**src/rtl/y86_mem_arbiter.sv**
```systemverilog
// y86_mem_arbiter
//   Shares one single-ported 64-bit data memory between the fetch requester
//   (f_*) and the memory stage (d_*). Only one transaction is in flight at a
//   time. Each accepted request is answered with exactly one response pulse.
//   The data port has priority over fetch. A starvation counter forces a fetch
//   grant after STARVE_MAX consecutive data grants that found fetch waiting.
//   A request to a word address at or beyond MEM_DEPTH is answered with err=1
//   and never reaches the memory.
// Ports
//   clk, rst_n                      clock; asynchronous active-low reset
//   f_req_valid/f_addr/f_req_ready  fetch read request handshake
//   f_rsp_valid/f_rsp_data/f_rsp_err  fetch response (1-cycle pulse)
//   d_req_valid/d_req_we/d_addr/d_wdata/d_req_ready  data request handshake
//   d_rsp_valid/d_rsp_data/d_rsp_err  data response (1-cycle pulse)
//   m_en/m_we/m_addr/m_wdata/m_rdata  memory port; m_rdata is valid MEM_LAT
//                                     cycles after the m_en cycle
//   busy                            high whenever the FSM is not idle
module y86_mem_arbiter #(
  parameter int ADDR_W     = 16,
  parameter int DATA_W     = 64,
  parameter int MEM_DEPTH  = 1024,
  parameter int MEM_LAT    = 2,
  parameter int STARVE_MAX = 4
) (
  input  logic              clk,
  input  logic              rst_n,
  input  logic              f_req_valid,
  input  logic [ADDR_W-1:0] f_addr,
  output logic              f_req_ready,
  output logic              f_rsp_valid,
  output logic [DATA_W-1:0] f_rsp_data,
  output logic              f_rsp_err,
  input  logic              d_req_valid,
  input  logic              d_req_we,
  input  logic [ADDR_W-1:0] d_addr,
  input  logic [DATA_W-1:0] d_wdata,
  output logic              d_req_ready,
  output logic              d_rsp_valid,
  output logic [DATA_W-1:0] d_rsp_data,
  output logic              d_rsp_err,
  output logic              m_en,
  output logic              m_we,
  output logic [ADDR_W-1:0] m_addr,
  output logic [DATA_W-1:0] m_wdata,
  input  logic [DATA_W-1:0] m_rdata,
  output logic              busy
);

  localparam int SW = $clog2(STARVE_MAX + 1);
  localparam int CW = (MEM_LAT > 1) ? $clog2(MEM_LAT) : 1;
  localparam logic [ADDR_W:0] LP_DEPTH = (ADDR_W + 1)'(MEM_DEPTH);

  typedef enum logic [1:0] {S_IDLE, S_ACCESS, S_WAIT, S_RESP} state_t;

  state_t            r_state;
  state_t            w_next;
  logic [SW-1:0]     r_starve;
  logic              r_owner_d;
  logic              r_we;
  logic              r_err;
  logic [ADDR_W-1:0] r_addr;
  logic [DATA_W-1:0] r_wdata;
  logic [DATA_W-1:0] r_rdata;
  logic [CW-1:0]     r_cnt;

  logic              w_idle;
  logic              w_f_win;
  logic              w_f_acc;
  logic              w_d_acc;
  logic              w_accept;
  logic [ADDR_W-1:0] w_sel_addr;
  logic              w_oor;

  // ready is gated by rst_n so every output reads 0 while reset is held,
  // even if a requester is already presenting valid.
  assign w_idle     = rst_n & (r_state == S_IDLE);
  assign w_f_win    = f_req_valid & (~d_req_valid | (r_starve == SW'(STARVE_MAX)));
  assign w_f_acc    = w_idle & w_f_win;
  assign w_d_acc    = w_idle & d_req_valid & ~w_f_win;
  assign w_accept   = w_f_acc | w_d_acc;
  assign w_sel_addr = w_d_acc ? d_addr : f_addr;
  assign w_oor      = {1'b0, w_sel_addr} >= LP_DEPTH;

  assign f_req_ready = w_f_acc;
  assign d_req_ready = w_d_acc;
  assign busy        = (r_state != S_IDLE);

  always_ff @(posedge clk or negedge rst_n) begin
    if (!rst_n) r_state <= S_IDLE;
    else        r_state <= w_next;
  end

  always_comb begin
    w_next      = r_state;
    m_en        = 1'b0;
    m_we        = 1'b0;
    m_addr      = '0;
    m_wdata     = '0;
    f_rsp_valid = 1'b0;
    f_rsp_data  = '0;
    f_rsp_err   = 1'b0;
    d_rsp_valid = 1'b0;
    d_rsp_data  = '0;
    d_rsp_err   = 1'b0;
    case (r_state)
      S_IDLE: begin
        if (w_accept) w_next = w_oor ? S_RESP : S_ACCESS;
      end
      S_ACCESS: begin
        m_en    = 1'b1;
        m_we    = r_we;
        m_addr  = r_addr;
        m_wdata = r_wdata;
        w_next  = r_we ? S_RESP : S_WAIT;
      end
      S_WAIT: begin
        if (r_cnt == '0) w_next = S_RESP;
      end
      S_RESP: begin
        if (r_owner_d) begin
          d_rsp_valid = 1'b1;
          d_rsp_data  = r_rdata;
          d_rsp_err   = r_err;
        end else begin
          f_rsp_valid = 1'b1;
          f_rsp_data  = r_rdata;
          f_rsp_err   = r_err;
        end
        w_next = S_IDLE;
      end
      default: w_next = S_IDLE;
    endcase
  end

  // r_rdata is cleared on accept so writes and errors respond with 0 data;
  // only a read's final WAIT cycle loads it from memory.
  always_ff @(posedge clk or negedge rst_n) begin
    if (!rst_n) begin
      r_owner_d <= 1'b0;
      r_we      <= 1'b0;
      r_err     <= 1'b0;
      r_addr    <= '0;
      r_wdata   <= '0;
      r_rdata   <= '0;
      r_cnt     <= '0;
    end else begin
      if (w_accept) begin
        r_owner_d <= w_d_acc;
        r_we      <= w_d_acc & d_req_we;
        r_wdata   <= w_d_acc ? d_wdata : '0;
        r_addr    <= w_sel_addr;
        r_err     <= w_oor;
        r_rdata   <= '0;
      end
      if (r_state == S_ACCESS) r_cnt <= CW'(MEM_LAT - 1);
      if (r_state == S_WAIT) begin
        if (r_cnt == '0) r_rdata <= m_rdata;
        else             r_cnt   <= r_cnt - CW'(1);
      end
    end
  end

  always_ff @(posedge clk or negedge rst_n) begin
    if (!rst_n) begin
      r_starve <= '0;
    end else if (w_f_acc) begin
      r_starve <= '0;
    end else if (w_d_acc && f_req_valid && (r_starve != SW'(STARVE_MAX))) begin
      r_starve <= r_starve + SW'(1);
    end
  end

endmodule

```
**config.mk**
```make
export PLATFORM = sky130hd
export DESIGN_NAME = y86_mem_arbiter
export DESIGN_NICKNAME = d
export VERILOG_FILES = /design/src/rtl/y86_mem_arbiter.sv
export SDC_FILE = /design/constraint.sdc
export NUM_CORES = 1
export LEC_CHECK = 0
export ABC_AREA = 1
export BUFFER_PORTS_ARGS = -buffer_cell sky130_fd_sc_hd__buf_2
export CAP_MARGIN = 30
export CORE_AREA = 2 2 150 152
export CTS_BUF_LIST = sky130_fd_sc_hd__clkbuf_8
export CTS_CLUSTER_DIAMETER = 120
export CTS_CLUSTER_SIZE = 40
export DETAILED_ROUTE_END_ITERATION = 12
export DIE_AREA = 0 0 152 154
export HOLD_SLACK_MARGIN = 0.06
export PLACE_DENSITY = 0.61
export SLEW_MARGIN = 25
export SYNTH_ARGS = -nofsm -noshare
export SYNTH_HDL_FRONTEND = slang
export SYNTH_SLANG_ARGS = --single-unit
```
**constraint.sdc**
```tcl
create_clock -name clk -period 2.6 [get_ports clk]
set_input_delay 0.26 -clock clk [delete_from_list [all_inputs] [get_ports clk]]
set_output_delay 0.26 -clock clk [all_outputs]
set_load 0.01 [all_outputs]
```
Word level (Yosys, flattened, before mapping):

Cells that the tools add are included.

* input port bits: 165
* register bits: 153

* reduce and logical (&&, ||, !) cells: 6
* equality and inequality tests: 7
* $lt $le $gt $ge: 1
* add/sub/neg operators: 2
* multiplexer cells: 31
* bitwise operators: 10

Operator list (number)
* 2-to-1 mux 64 bit: 9
* 2-to-1 mux 16 bit: 2
* >= comparator 16 x 11 -> 1 bit (second input constant): 1
* 2-to-1 mux 1 bit: 14
* one-hot mux 2 bit (4 select lines): 1
* bitwise AND 1 bit: 6
* 2-to-1 mux 2 bit: 3
* 2-to-1 mux 3 bit: 2
* equality test 2 bit (second input constant): 2
* inequality test 2 bit (second input constant): 2
* nonzero test 2 bit: 2
* adder 3 x 1 -> 3 bit (second input constant): 1
* equality test 3 bit (second input constant): 1
* inequality test 3 bit (second input constant): 1
* equality test 2 x 1 -> 1 bit (second input constant): 1
* logical AND 1 bit: 2
* zero test 2 bit: 1
* inverter 1 bit: 2
* bitwise OR 1 bit: 2
* AND reduction 2 bit: 1
* subtractor 1 bit (second input constant): 1

Depth between registers and ports, before layout:

Gate-level depths: netlist of the first run.

* depth in word-level cells: 10
* depth in mapped cells: 12

Least setup slack after synthesis of the first run:

OpenSTA, ideal clock, no wires.

* path kind: register -> register
* start: reg r_state[0]
* end: reg r_wdata[51]
* data required time: 2.479 ns
* stages on the path, launching flop included: 11
* setup time: 0.121 ns
* setup slack: 0.822 ns
* data arrival time: 1.657 ns
* buffers on the path: 2
* path through: dfrtp_1 inv_1 ha_1 nand3_1 nor2_2 inv_2 nand2_4 inv_2 buf_6 buf_6 a22o_1

* elaborated cells between the ends (all ways): 7

RTL lines
* from (decl): RTL line 55 `state_t r_state;`
* from (signal assigned): RTL line 90 `else r_state <= w_next;`
* zero test 2 bit: RTL line 76 `assign w_idle = rst_n & (r_state == S_IDLE);`
* bitwise AND 1 bit: RTL line 76
* bitwise AND 1 bit: RTL line 78 `assign w_f_acc = w_idle & w_f_win;`
* net f_req_ready: RTL line 29 `output logic f_req_ready,`
* bitwise OR 1 bit: RTL line 80 `assign w_accept = w_f_acc | w_d_acc;`
* to (signal assigned): RTL line 150 `r_wdata <= w_d_acc ? d_wdata : '0;`
* to (decl): RTL line 62 `logic [DATA_W-1:0] r_wdata;`

The timed path passes the listed nets, and every way through them passes these cells.
A chain may end at the register's enable or synchronous reset.

Worst setup path in the final report of the first run:

* start: reg r_state[1]
* end: out m_wdata[13]

* longest elaborated chain between the ends: 2

Ends and longest elaborated chain
* equality test 2 x 1 -> 1 bit: RTL line 105 `case (r_state)`
* 2-to-1 mux 64 bit: RTL line 105
* to (decl): RTL line 44 `output logic [DATA_W-1:0] m_wdata,`

Every way passes these cells.

==> metrics.cfg, run 1 <==
[yosys]
proportion_of_synthesized_area_in_mux_cells_pct = 0
post_synthesis_register_bit_count = 153
synth.yosys.warnings = 0
yosys.area.top_type = dfrtp_1
yosys.area_share.adder_pct = 1.15
syn_inst = 972
syn_avg_cell_area_um2 = 7.86
mappedNetlistArea_um2 = 7640
post_synthesis_xor_xnor_area_fraction_pct = 0
post_synth_num_cell_types = 24
synthesized_area_fraction_occupied_by_and_or_nand_nor_cells_pct = 21.9
postSynthNetCount = 1144
synth_top_cells_by_area = dfrtp_1 (50%), nand2_1 (9.1%), inv_1 (8.0%)
post-synth-top-area-fraction_pct = 50.1
synth_compound_gate_area_share_pct = 14.2
largest_family_of_logic_cells_by_synthesized_area = simple AND/OR/NAND/NOR gates
yosysSeqAreaShare_pct = 50.1

[floorplanning]
die_w_um = 152
placementRows = 54
die_height_um = 154
io-pin-count = 382
coreArea_um2 = 21700
design.die.area_um2 = 23400
initial_core_util_pct = 35.2

[global_routing]
grtUsageTotal_pct = 22.4
number_of_global_route_vias_before_repair = 8296
grt_antenna_before_repair = 1
grt_start_max_net_pins = 151
grt_pass1_wl_um = 42700
globalRouteOverflowTotal = 0

[cts]
path_clk_slew_ns = 0.08
cts_max_level = 4
numCtsBuffers = 17
tritoncts = yes
clock_latency_ns = 0.44
ctsRootBufferMaster = clkbuf_8
postCtsSetupRepairBufs = 0
clock_tree.buffer_depth = 2
clock_sink_count = 153

[pwr]
sequentialPowerShare_pct = 37.3
cell_internal_pwr_mw = 6.10
vdd_ir_drop_max_mv = 0.537
combPwrFrac_pct = 46.4
power.net_switching_mw = 4.51
power.density_cell_area_nw_per_um2 = 910
netSwitchingFraction_pct = 42.5
pwr-share-clk_pct = 16.3
static-leakage-power_nw = 6.90

[layout]
most_used_cells_in_the_layout_excluding_fill_and_tap_cells = buf_2 (380), nand2_1 (183), inv_1 (163)
layout_commonest_cell = buf_2
drive_gt1_share_pct = 30.7
design_area_um2 = 11700
layout-area-overhead-vs-synth_pct = 52.5
nets = 1644

[route]
totalWireLength_um = 26700
post_drt_wl_per_cell_um = 15.1
drc_errors = 0
drtPass1Iterations = 5
route.detailed.vias_per_inst = 4.68
antenna_left = 0
dr_total_vias = 8266
drtIter0Drc = 521

[critical_path]
path_delay_family = buffers and inverters
critPathMostFrequentCell = inv_1
worst_path_largest_cell_delay_ns = 0.57
crit_path_end_kind = output port
worstPathArrival_ns = 2.11
timing.setup.critical_path_class = reg -> out
worst_setup_path_startpoint = r_state[1]
worst_r2r_path_depth = 10
capture_point_of_the_critical_path = m_wdata[13]
ordered_cell_list_for_the_critical_path = inv_1, ha_2, buf_4, nand2_1, inv_1, buf_2
critPathLaunchType = register
crit-reg2reg-launch = r_state[0]
timing.critical_path.buf_inv = 4
setup.reg_to_reg.worst_slack_ns = 0.32
worst_path_max_delay_cell = ha_2
rr_endpoint = r_addr[2]
worst-path-stages = 6
crit_fanout = 23
cp_data_required_time_ns = 2.34

[sta]
hold_violations = 0
timing.clock.skew_ns = 0.0120
report.final.slew_viol_count = 0
final.setup.tns_ns = 0
fraction_of_the_cycle_the_final_worst_path_needs_pct = 91.2
max_freq_mhz = 422
maxSlewHeadroom_pct = 45.4
final-setup-viol-count = 0
rsz0062_at_grt = no
fin_crit_ns = 2.37
max_slew.worst_pin.slew_ns = 0.820

[flow_run]
timing.max_cap.violations = 0

[min_path]
worstHoldPathType = in -> reg

[place]
gp_congestion = 0.842
place.detailed.hpwl_um = 18100
dpl-instance-area_um2 = 9890
number_of_port_buffers = 381

[outcome]
status = complete, no violations

-- layout make-up --
| class | instances | area (um^2) |
|---|---|---|
| Antenna cell | 1 | 2.50 |
| Multi-Input combinational cell | 584 | 2860 |
| Sequential cell | 153 | 3830 |
| Clock inverter | 13 | 118 |
| Clock buffer | 18 | 248 |
| Timing Repair Buffer | 550 | 3620 |
| Fill cell | 2041 | 10000 |
| Tap cell | 280 | 350 |
| Inverter | 166 | 631 |
-- cells in the mapped netlist, drive strengths merged --
cell    instances
a211oi          1
a21oi          22
a22o           65
a31oi           2
buf            21
clkbuf         48
dfrtp         153
ha              7
inv           166
nand2         188
nand3          70
nand3b          3
nor2          150
o21a            1
o21ai          75
-- power by group through the flow --
stage / registers, mW / clock network (mW) / logic [mW]
CTS: 3.94 / 1.80 / 4.93
floorplan: 3.80 / 0 / 3.09
finish: 3.96 / 1.73 / 4.92
global placement: 3.97 / 0 / 4.64
global route: 4.06 / 1.91 / 5.49
detailed placement: 3.97 / 0 / 4.74
-- cell families after synthesis --
kind of cell / count (synthesis)
buffers and inverters: 235
adder cells (fa/ha/maj): 7
flip-flops: 153
AND/OR/NAND/NOR: 411
AO/OA/AOI/OAI: 166
-- flip-flops by register name, indices dropped and copies added (netlist names) --
register,count
r_err,1
r_we,1
r_owner_d,1
r_starve,3
r_wdata,64
r_state,2
r_rdata,64
r_cnt,1
r_addr,16
-- worst min-delay path by stage --
stage / to / cells after the start / slack [ns] / startpoint
finish: r_addr[8] / 3 / 0.1 / f_addr[8]
floorplan: r_addr[0] / 0 / -0.04 / rst_n
global placement: r_state[0] / 1 / 0.06 / rst_n
CTS: r_addr[8] / 3 / 0.06 / f_addr[8]
detailed placement: r_state[0] / 1 / 0.06 / rst_n
global route: r_wdata[42] / 2 / 0.06 / d_wdata[42]
-- per-layer routing --
| layer | wire length (um) | up-vias | track usage (%) |
|---|---|---|---|
| met1 | 11500 | 3929 | 28.4 |
| met5 | 0 | - | 0 |
| met3 | 1290 | 37 | 4.59 |
| li1 | - | 4027 | - |
| met4 | 464 | 0 | 7.30 |
| met2 | 13500 | 273 | 38.5 |
-- worst register-to-register path, cell delays in order (launching register included) --
cell     delay, ns
dfrtp_1       0.42
inv_1         0.15
ha_1          0.22
nand2_1       0.10
nor2_4        0.16
nand2_4       0.19
nand2_4       0.28
inv_4         0.20
buf_4         0.25
a21oi_1       0.12
a21oi_1       0.07
-- metrics by stage --
| stage | hold slack [ns] | util, % | setup WS [ns] | total power, mW | cells |
|---|---|---|---|---|---|
| floorplan | -0.0356 | - | 0.822 | 6.89 | 972 |
| global placement | 0.0602 | 45.6 | 0.249 | 8.61 | 1594 |
| detailed placement | 0.0602 | 45.6 | 0.212 | 8.71 | 1594 |
| CTS | 0.0603 | 53.7 | 0.126 | 10.7 | 1764 |
| global route | 0.0643 | 53.7 | 0.00919 | 11.5 | 1765 |
| finish | 0.0995 | 53.7 | 0.229 | 10.6 | 1765 |
-- timing repair --
| action | in CTS | in global routing |
|---|---|---|
| hold buffers | 139 | 0 |
| hold endpoints to repair | 270 | 0 |
| endpoints found under the setup margin | 1 | 31 |
| gates resized for setup | 1 | 4 |
Power figures use the tool's default switching activity.
==> inputs of run 2 (changes only) <==
==> constraint.sdc (replaced) <==
create_clock -name clk -period 2.7 [get_ports clk]
set_input_delay 0.27 -clock clk [delete_from_list [all_inputs] [get_ports clk]]
set_output_delay 0.27 -clock clk [all_outputs]
set_load 0.01 [all_outputs]
==> metrics.cfg, run 2 (synthesis gave the netlist of run 1 again) <==
[layout]
reg.largest.list = r_rdata (64), r_wdata (64), r_addr (16)
layout-area-overhead-vs-synth_pct = 50.0
nets = 1624
layout_commonest_cell = buf_2
drive_gt1_share_pct = 30.2
most_used_cells_in_the_layout_excluding_fill_and_tap_cells = buf_2 (380), nand2_1 (183), inv_1 (162)
design_area_um2 = 11500

[global_routing]
globalRouteOverflowTotal = 0
number_of_global_route_vias_before_repair = 8075
grtUsageTotal_pct = 21.7
grt_pass1_wl_um = 41500
grt_start_max_net_pins = 152
grt_antenna_before_repair = 1

[sta]
maxSlewHeadroom_pct = 41.5
fraction_of_the_cycle_the_final_worst_path_needs_pct = 90.8
report.final.slew_viol_count = 0
fin_crit_ns = 2.45
rsz0062_at_grt = no
max_freq_mhz = 408
hold_violations = 0
final.setup.tns_ns = 0
timing.clock.skew_ns = 0.0137
timing.hold.ws_ns = 0.0930
final-setup-viol-count = 0
max_slew.worst_pin.slew_ns = 0.878

[pwr]
static-leakage-power_nw = 6.80
pwr-share-clk_pct = 16.5
vdd_ir_drop_max_mv = 0.484
combPwrFrac_pct = 45.6
power.net_switching_mw = 4.33
sequentialPowerShare_pct = 37.9
netSwitchingFraction_pct = 43.2
power.density_cell_area_nw_per_um2 = 874
cell_internal_pwr_mw = 5.69

[route]
dr_total_vias = 8245
drtPass1Iterations = 7
route.detailed.vias_per_inst = 4.72
post_drt_wl_per_cell_um = 15.1
drc_errors = 0
antenna_left = 0
totalWireLength_um = 26300
drtIter0Drc = 650

[min_path]
worstHoldPathType = in -> reg
holdCritStartpoint = m_rdata[14]
worstHoldEndpoint = r_rdata[14]
worst_hold_path.num_cells = 3

[critical_path]
path_delay_family = buffers and inverters
ordered_cell_list_for_the_critical_path = inv_1, ha_1, nand2_1, nor2_4, nand2_4, inv_4, buf_2
worst_r2r_path_depth = 10
critPathLaunchType = register
worst-path-stages = 7
timing.setup.critical_path_class = reg -> out
worstPathArrival_ns = 2.18
rr_endpoint = r_addr[1]
crit_fanout = 22
timing.critical_path.buf_inv = 3
crit_path_end_kind = output port
worst_path_largest_cell_delay_ns = 0.42
crit-reg2reg-launch = r_state[0]
worst_path_max_delay_cell = dfrtp_1
setup.reg_to_reg.worst_slack_ns = 0.36
cp_data_required_time_ns = 2.43

[floorplanning]
die_w_um = 152
design.die.area_um2 = 23400
die_height_um = 154
placementRows = 54
initial_core_util_pct = 35.2
io-pin-count = 382
coreArea_um2 = 21700

[cts]
ctsRootBufferMaster = clkbuf_8
path_clk_slew_ns = 0.09
numCtsBuffers = 17
clock_sink_count = 153
cts_max_level = 4
tritoncts = yes
clock_latency_ns = 0.44
clock_tree.buffer_depth = 2

[place]
gp_congestion = 0.834
place.detailed.hpwl_um = 17200
dpl-instance-area_um2 = 9760
number_of_port_buffers = 381

[outcome]
status = complete, no violations

[flow_run]
timing.max_cap.violations = 0

-- run 2: final cells by class --
class	instances	area, um^2
flip-flops and latches	153	3830
well taps	280	350
multi-input cells	584	2860
clock buffers	18	248
repair buffers	530	3440
diodes	1	2.50
clock inverters	14	113
fillers	2076	10200
inverters	166	626
-- run 2: metrics by stage --
stage | total power [mW] | utilization (%) | cells | worst slack, ns
global route | 10.8 | 52.9 | 1746 | 0.0419
floorplan | 6.63 | - | 972 | 0.922
CTS | 10.1 | 52.8 | 1745 | 0.0549
detailed placement | 8.22 | 45.0 | 1579 | 0.411
finish | 10.0 | 52.9 | 1746 | 0.248
global placement | 8.15 | 45.0 | 1579 | 0.501
-- run 2: worst reg2reg max path, stage by stage (launching register included) --
cell and delay, ns:
dfrtp_1 0.41, inv_1 0.12, ha_1 0.25, nand2_1 0.11, nor2_4 0.06, nand2_4 0.22, nand2_4 0.10, inv_2 0.05
buf_4 0.65, a21oi_1 0.12, a21oi_1 0.18
-- run 2: what timing repair did --
item	in CTS	in global routing
setup endpoints to repair	0	1
resized for setup	0	2
setup buffers	0	0
hold endpoints to repair	227	0
hold buffers	134	0
-- run 2: worst max-delay path by stage --
stage | from | to
after floorplan | r_state[0] | r_wdata[51]
after global placement | r_state[0] | r_addr[8]
after detailed placement | r_state[0] | r_addr[1]
after CTS | r_state[0] | d_req_ready
after global routing | r_state[0] | d_req_ready
final | r_state[0] | d_req_ready
-- run 2: routing by layer --
| metal | global-route usage (%) | wire [um] | vias up |
|---|---|---|---|
| met5 | 0 | 0 | - |
| met4 | 7.97 | 587 | 0 |
| met3 | 4.03 | 1300 | 44 |
| met2 | 37.0 | 13200 | 316 |
| met1 | 27.5 | 11200 | 3906 |
| li1 | - | - | 3979 |
-- run 2: power by group through the flow --
stage / registers, mW / logic (mW) / clock network, mW
floorplan: 3.66 / 2.97 / 0
global placement: 3.82 / 4.34 / 0
detailed placement: 3.81 / 4.41 / 0
CTS: 3.78 / 4.58 / 1.70
global route: 3.91 / 5.12 / 1.80
finish: 3.80 / 4.57 / 1.65
==> inputs of run 3 (changes only) <==
--- a/config.mk
+++ b/config.mk
@@ -14,8 +14,8 @@
 export CTS_CLUSTER_SIZE = 40
 export DETAILED_ROUTE_END_ITERATION = 12
 export DIE_AREA = 0 0 152 154
+export GPL_ROUTABILITY_DRIVEN = 0
 export HOLD_SLACK_MARGIN = 0.06
-export PLACE_DENSITY = 0.61
 export SLEW_MARGIN = 25
 export SYNTH_ARGS = -nofsm -noshare
 export SYNTH_HDL_FRONTEND = slang
==> metrics.cfg, run 3 (synthesis gave the netlist of run 1 again) <==
[pwr]
power.density_cell_area_nw_per_um2 = 882
power.total_mw = 10.1
static-leakage-power_nw = 6.81
vdd_ir_drop_max_mv = 0.406

[sta]
max_freq_mhz = 410
timing.hold.ws_ns = 0.0953
timing.clock.skew_ns = 0.0117
report.final.slew_viol_count = 0
final-setup-viol-count = 0
max_slew.worst_pin.slew_ns = 0.863
maxSlewHeadroom_pct = 42.5
fin_crit_ns = 2.44
hold_violations = 0
final.setup.tns_ns = 0
rsz0062_at_grt = no
fraction_of_the_cycle_the_final_worst_path_needs_pct = 90.4

[route]
post_drt_wl_per_cell_um = 14.8
route.detailed.vias_per_inst = 4.69
drc_errors = 0
dr_total_vias = 8169
drtIter0Drc = 640
detailroute.wirelength.met3_um = 1260
antenna_left = 0
top_signal_layer_used = met4
totalWireLength_um = 25800
met1_layer_wirelength_in_the_final_routing_um = 10900
drtPass1Iterations = 5
met2_routed_wirelength_um = 13000

[cts]
path_clk_slew_ns = 0.09
ctsRootBufferMaster = clkbuf_8
tritoncts = yes
clock_tree.buffer_depth = 2
clock_sink_count = 153
clock_latency_ns = 0.43
numCtsBuffers = 17
cts_max_level = 4
postCtsSetupRepairBufs = 0

[min_path]
worstHoldPathType = in -> reg

[layout]
finalNonFillerCells = 1742
layout-area-overhead-vs-synth_pct = 50.1
nets = 1620
layout_commonest_cell = buf_2
fillers = 2050
most_used_cells_in_the_layout_excluding_fill_and_tap_cells = buf_2 (380), nand2_1 (183), inv_1 (162)
drive_gt1_share_pct = 30.4
reg.largest.list = r_rdata (64), r_wdata (64), r_addr (16)

[flow_run]
timing.max_cap.violations = 0

[floorplanning]
die_height_um = 154
coreArea_um2 = 21700
placementRows = 54
die_w_um = 152
initial_core_util_pct = 35.2
io-pin-count = 382
design.die.area_um2 = 23400

[critical_path]
cp_data_required_time_ns = 2.43
crit_fanout = 23
critPathLaunchType = register
crit_path_end_kind = output port
timing.setup.critical_path_class = reg -> out
worstPathArrival_ns = 2.17

[global_routing]
grt_antenna_before_repair = 1
grt_start_max_net_pins = 154
grtUsageTotal_pct = 21.5
globalRouteOverflowTotal = 0
number_of_global_route_vias_before_repair = 8168
grt_pass1_wl_um = 41400

[place]
number_of_port_buffers = 381
place.detailed.hpwl_um = 17000
number_of_placed_cells_counting_well_taps = 1580

[outcome]
status = complete, no violations

==> run 3: changes by cell type in the layout (fill, tap and decap cells not counted) <==
cell and change:
dlygate4sd3_1 -5, clkinv_4 +4, inv_6 -4, clkinv_2 -2, buf_12 +1, bufinv_16 +1
clkbuf_8 +1, clkinvlp_4 -1, inv_8 +1
==> run 3: worst max-delay path: stages (launching register included) <==
cell     delay, ns
dfrtp_1       0.43
inv_1         0.15
ha_1          0.22
nand2_1       0.10
nor2_4        0.15
nand2_4       0.19
inv_4         0.28
buf_2         0.19
==> run 3: through the flow <==
stage          setup WS [ns]  util [%]  area [um^2]
5_1_grt               0.0385      52.9        11500
6_report               0.260      52.9        11500
4_1_cts               0.0716      52.9        11500
2_1_floorplan          0.922         -         7640
3_5_place_dp           0.377      45.1         9780
3_3_place_gp           0.474      45.1         9780
==> run 3: final cells by class <==
cell class	instances	area [um^2]	share of cell area (%)
clock inverters	13	136	1.19
flip-flops and latches	153	3830	33.4
inverters	166	626	5.45
clock buffers	19	262	2.28
repair buffers	526	3410	29.7
well taps	280	350	3.05
multi-input cells	584	2860	24.9
diodes	1	2.50	0.0218
==> run 3: per-layer routing <==
| metal | up-vias | track usage, % |
|---|---|---|
| met3 | 44 | 4.62 |
| met1 | 3858 | 26.8 |
| met2 | 290 | 37.1 |
| met5 | - | 0 |
| li1 | 3977 | - |
| met4 | 0 | 6.99 |
==> run 3: what timing repair did <==
item | CTS | global route
endpoints found under the hold margin | 281 | 0
endpoints found under the setup margin | 0 | 1
hold buffers | 129 | 0
gates resized for setup | 0 | 2
==> run 3: path summary, 6_finish.rpt <==
kind	startpoint	endpoint	slack [ns]	depth (start not counted)
worst max register to register	r_state[0]	r_addr[1]	0.34	10
min in group asynchronous	rst_n	r_owner_d	0.57	3
worst min-delay path	m_rdata[44]	r_rdata[44]	0.1	3
max in group asynchronous	rst_n	r_rdata[15]	1.50	3
worst max-delay path	r_state[0]	d_req_ready	0.26	7
worst min register to register	r_addr[12]	r_addr[12]	0.49	2
==> run 3: where the power goes <==
part | internal (mW) | switching [mW] | total, mW
Combinational | 1.77 | 2.81 | 4.58
Sequential | 3.25 | 0.538 | 3.79
Clock | 0.807 | 0.954 | 1.76
